## src/rtl/trees_burst_driver.sv

```systemverilog
// Host-side burst initiator: streams features into the accelerator, starts it, then drains predictions.
// Optional done watchdog is enabled with TREES_DRV_TIMEOUT_EN.
module trees_burst_driver #(
  parameter int N_FEATURE      = 32,
  parameter int MAX_BURST      = 5000,
  parameter int TIMEOUT_CYCLES = 2**20,
  localparam int HALF = N_FEATURE / 2,
  localparam int BB   = $clog2(MAX_BURST),
  localparam int FA   = $clog2(MAX_BURST * HALF),
  localparam int WCW  = FA + 1
) (
  input  logic          clk,
  input  logic          rst_n,
  input  logic          cfg_valid,
  output logic          cfg_ready,
  input  logic [BB:0]   cfg_burst_len,
  input  logic          in_valid,
  output logic          in_ready,
  input  logic [63:0]   in_data,
  output logic          load_features,
  output logic [FA-1:0] feature_addr,
  output logic [63:0]   features2,
  output logic          start,
  output logic [BB:0]   burst_len,
  input  logic          done,
  output logic [BB:0]   prediction_addr,
  input  logic [63:0]   prediction,
  output logic          out_valid,
  input  logic          out_ready,
  output logic [63:0]   out_data,
  output logic          out_last,
  output logic          busy,
  output logic          err
);
  typedef enum logic [2:0] {IDLE, LOAD, START, RUN, READ} st_t;
  st_t st_q, st_d;

  logic [BB:0]    len_q, nw_q, rd_q, len_sat;
  logic [WCW-1:0] wc_q, total;
  logic [BB+1:0]  nw_round;
  logic           load_q, out_valid_q, out_last_q;
  logic [FA-1:0]  addr_q;
  logic [63:0]    feat_q, out_data_q, pred_m;
  logic           last_w, cap, tmo;

  assign len_sat  = (cfg_burst_len > (BB+1)'(MAX_BURST)) ? (BB+1)'(MAX_BURST) : cfg_burst_len;
  assign total    = WCW'(len_q) * WCW'(HALF);
  assign nw_round = {1'b0, len_q} + (BB+2)'(7);
  assign last_w   = (rd_q == nw_q - (BB+1)'(1));
  assign cap      = (st_q == READ) && (rd_q != nw_q) && (!out_valid_q || out_ready);

  // Zero the unused tail lanes of a partially filled final word.
  always_comb begin
    pred_m = prediction;
    if (last_w && len_q[2:0] != 3'd0)
      for (int k = 0; k < 8; k++)
        if (k >= int'(len_q[2:0])) pred_m[8*k +: 8] = 8'h00;
  end

  always_ff @(posedge clk) begin
    if (!rst_n) st_q <= IDLE;
    else        st_q <= st_d;
  end

  always_comb begin
    st_d = st_q;
    case (st_q)
      IDLE:  if (cfg_valid && len_sat != '0) st_d = LOAD;
      LOAD:  if (in_valid && wc_q == total - WCW'(1)) st_d = START;
      START: st_d = RUN;
      RUN:   if (done) st_d = READ;
             else if (tmo) st_d = IDLE;
      READ:  if (out_valid_q && out_ready && out_last_q) st_d = IDLE;
      default: st_d = IDLE;
    endcase
  end

  always_comb begin
    cfg_ready = (st_q == IDLE);
    in_ready  = (st_q == LOAD);
    start     = (st_q == START);
    busy      = (st_q != IDLE);
  end

  always_ff @(posedge clk) begin
    if (!rst_n) begin
      len_q <= '0; nw_q <= '0; rd_q <= '0; wc_q <= '0;
      load_q <= 1'b0; addr_q <= '0; feat_q <= '0;
      out_valid_q <= 1'b0; out_last_q <= 1'b0; out_data_q <= '0;
    end else begin
      load_q <= 1'b0;
      case (st_q)
        IDLE: begin
          out_valid_q <= 1'b0;
          out_last_q  <= 1'b0;
          wc_q        <= '0;
          if (cfg_valid) len_q <= len_sat;
        end
        LOAD: if (in_valid) begin
          load_q <= 1'b1;
          addr_q <= wc_q[FA-1:0];
          feat_q <= in_data;
          wc_q   <= wc_q + WCW'(1);
        end
        RUN: if (done) begin
          rd_q <= '0;
          nw_q <= (BB+1)'(nw_round >> 3);
        end
        READ: begin
          if (cap) begin
            out_data_q  <= pred_m;
            out_valid_q <= 1'b1;
            out_last_q  <= last_w;
            rd_q        <= rd_q + (BB+1)'(1);
          end else if (out_ready) begin
            out_valid_q <= 1'b0;
            out_last_q  <= 1'b0;
          end
        end
        default: ;
      endcase
    end
  end

`ifdef TREES_DRV_TIMEOUT_EN
  localparam int TW = $clog2(TIMEOUT_CYCLES) + 1;
  logic [TW-1:0] tmr_q;
  logic          err_q;
  assign tmo = (st_q == RUN) && !done && (tmr_q == TW'(TIMEOUT_CYCLES - 1));
  assign err = err_q;
  always_ff @(posedge clk) begin
    if (!rst_n) begin
      tmr_q <= '0;
      err_q <= 1'b0;
    end else begin
      err_q <= tmo;
      tmr_q <= (st_q == RUN && !done) ? tmr_q + TW'(1) : '0;
    end
  end
`else
  assign tmo = 1'b0;
  assign err = 1'b0;
`endif

  assign load_features   = load_q;
  assign feature_addr    = addr_q;
  assign features2       = feat_q;
  assign burst_len       = len_q;
  assign prediction_addr = rd_q;
  assign out_valid       = out_valid_q;
  assign out_data        = out_data_q;
  assign out_last        = out_last_q;
endmodule
```

## config.mk

```make
export PLATFORM = sky130hd
export DESIGN_NAME = trees_burst_driver
export DESIGN_NICKNAME = d
export VERILOG_FILES = /design/src/rtl/trees_burst_driver.sv
export SDC_FILE = /design/constraint.sdc
export NUM_CORES = 1
export LEC_CHECK = 0
export CORE_ASPECT_RATIO = 1.25
export CORE_MARGIN = 5
export CORE_UTILIZATION = 41
export DETAILED_ROUTE_END_ITERATION = 6
export PLACE_DENSITY = 0.77
export SYNTH_ARGS = -nofsm -noshare
export SYNTH_HDL_FRONTEND = slang
export SYNTH_SLANG_ARGS = --single-unit
```

## constraint.sdc

```tcl
create_clock -name clk -period 2.85 [get_ports clk]
set_input_delay 0.57 -clock clk [delete_from_list [all_inputs] [get_ports clk]]
set_output_delay 0.57 -clock clk [all_outputs]
set_load 0.1 [all_outputs]
```

==> metrics.txt <==
status finished clean; CTS tree yes; setup TNS 0 ps; CP Launch Point burst_len[0]; Die Y-Extent 178 microns; Max Cap Viol 0; fraction of registers with async set/reset 0; CP Capture Type flop; WP buf/inv 1; Slew Limit Fails 0; share of cells above drive strength 1 0.210; Max-Slew Margin vs Limit 0.171; # diodes 0; DR vias 9141; Post-Syn Instances 1099; Layout area overhead 43.5%; CP Max Fanout 4; # setup viols final 0; clock transition at the registers of the reported paths 60 ps; post-layout util 0.597; Critical Path Start Type flop; dpl hpwl 22200 microns; crit path DAT 3090 ps; Pwr Total 7420 uW; final hold violation count 0; Post-synth top cells nand2_1 (249), dfxtp_1 (209), a21oi_1 (104), clkbuf_1 (74), nor2_1 (54); Via-to-Cell Ratio 5.35; Area contributors post-synth dfxtp_1 (45%), nand2_1 (10%), a21oi_1 (5.6%), o2bb2ai_1 (3.9%), clkbuf_1 (3.0%); initial core utilization 0.416; die footprint 0.0256 sq mm; worst setup path class reg2reg; Yosys reg bits 209; largest area contributor in the netlist dfxtp_1; ys flop type dfxtp_1; TritonCTS Buffers 22; WL/cell 17.7 microns; Routed Antenna Nets 0; io pins 329; Worst Skew 19.6 ps; most frequent cell after synthesis nand2_1; Max VDD drop 0.519 mV; Port Buffers 327; DRC viols 0; fillers 1943; Synth top area share 0.453; crit path cell chain inv_1 -> ha_1 -> or4b_1 -> xor2_1 -> or4_1 -> a211o_1 -> a2111oi_2 -> o41ai_1; Final Cycle Share 0.953; fmax 368 MHz; Crit-path slowest cell or4b_1; Starting DRT DRC Count 514; max incr delay on CP 560 ps; CTS max path bufs 3; Site Rows 61; largest net degree at the start of global routing 116; first-pass GRT wire length 46900 microns; number of global-route vias before repair 8934; post-cts resize count 0; Synth Warn # 0; min cycle time layout 2720 ps; Total GRT Usage 0.223; pwr/cell area 560 mW/mm^2; syn_nets 1254; Num Clock Sinks 209; Min-Delay Path Class reg2reg; Post-synth EDFFs 0; register area share after synthesis 0.453; CTS H-Tree Depth 1; leakage 0.00518 uW; RSZ-0062 raised after global routing false; reg2reg start burst_len[0]; post-synth cell types 61; worst slew pin tran 1230 ps; post-synthesis average cell area 8.40 sq um; nets@finish 1566; gr ovfl total 0; hold path startpoint features2[36]; first drt pass iteration count 7; Cell Area, Synth 0.00923 sq mm; Core ar. 0.0222 sq mm; final WL 30200 microns; GPL Wtd Cong 0.956; initial antenna violation count 0; Die Width 144 microns; CP delay by family, top simple AND/OR/NAND/NOR gates; CP Data Required Time 3230 ps; Worst-Skew Late Latency 510 ps; clock root buffer clkbuf_16
[per-stage QoR]
stage	worst slack, ps	hold slack (ps)	area [sq um]	std cells
after floorplan	30.8	454	9270	1099
after global placement	-29.6	442	12500	1669
after detailed placement	-23.3	447	12500	1669
after CTS	130	455	13200	1707
after global routing	0.277	470	13300	1708
final	135	453	13300	1708
[layer usage]
metal	up-vias	global-route usage	share of wire
met5	-	0	0
met3	62	0.0528	0.077
met2	314	0.392	0.50
li1	4495	-	-
met4	0	0.0661	0.030
met1	4270	0.269	0.40
[report_power, final]
part | switching, uW | internal (uW) | total, uW
registers | 59.7 | 3000 | 3060
logic | 1080 | 466 | 1540
clock network | 1200 | 1620 | 2810
[layout make-up]
type                            instances  area (sq um)  share of cell area
Clock inverter                         10          85.1             0.00642
Sequential cell                       209          4210               0.318
Tap cell                              283           354              0.0267
Timing Repair Buffer                  375          3260               0.246
Inverter                               17          68.8             0.00519
Multi-Input combinational cell        786          4660               0.352
Clock buffer                           28           614              0.0464
[flip-flops by register name, indices dropped and copies added, names as in the netlist]
| name | cells |
|---|---|
| out_last | 1 |
| load_features | 1 |
| st_q | 3 |
| features2 | 64 |
| nw_q | 12 |
| wc_q | 18 |
| out_data | 64 |
| prediction_addr | 14 |
| out_valid | 1 |
| burst_len | 14 |
| feature_addr | 17 |
[worst paths after layout]
path / to / slack [ps] / cells after the start
worst max-delay path: st_q[0] / 130 / 8
worst min-delay path: features2[36] / 450 / 2
worst max register to register: st_q[0] / 130 / 8
worst min register to register: features2[36] / 450 / 2
[cells in the final DEF, fill, tap and decap left out, drive strengths merged, types with 5 or more instances in the layout]
master,Yosys,layout
nor3,26,26
o211ai,5,5
ha,7,7
a22oi,16,16
mux2i,10,10
nor2,54,54
nor2b,6,6
clkdlybuf4s50,0,147
or4,7,7
a31oi,11,11
and3,10,10
dfxtp,209,209
a2111o,11,11
xor2,30,30
o21ai,17,17
inv,17,16
and2,13,13
clkinv,0,7
nand2,249,249
nor4,12,12
clkbuf,74,28
and4,6,6
buf,13,228
xnor2,27,27
or3,9,9
a21oi,104,104
nand3,25,25
o2bb2ai,41,41
o2111ai,12,12
a211oi,8,8
a32o,9,9
nand4,14,14
[worst register-to-register path, delay by kind of cell (launching register included)]
kind | cells | cell delay, ps
buffers and inverters | 1 | 70
AND/OR/NAND/NOR | 2 | 960
flip-flops | 1 | 340
adder cells (fa/ha/maj) | 1 | 160
XOR/XNOR | 1 | 210
AO/OA/AOI/OAI | 3 | 840
[what timing repair did]
action                     4_1_cts  5_1_grt
hold buffers                     0        0
setup buffers                    0        1
setup endpoints to repair        0        4
[cells by family (layout without fill, tap and decap cells)]
kind of cell / Yosys count / count (layout) / share of synthesized area
AO/OA/AOI/OAI: 259 / 259 / 0.193
XOR/XNOR: 57 / 57 / 0.0541
adder cells (fa/ha/maj): 7 / 7 / 0.00948
buffers and inverters: 104 / 430 / 0.0454
flip-flops: 209 / 209 / 0.453
multiplexers: 10 / 10 / 0.0108
other: 1 / 1 / 0.000406
AND/OR/NAND/NOR: 452 / 452 / 0.234
Note: power is estimated with default switching activity, not from simulation.
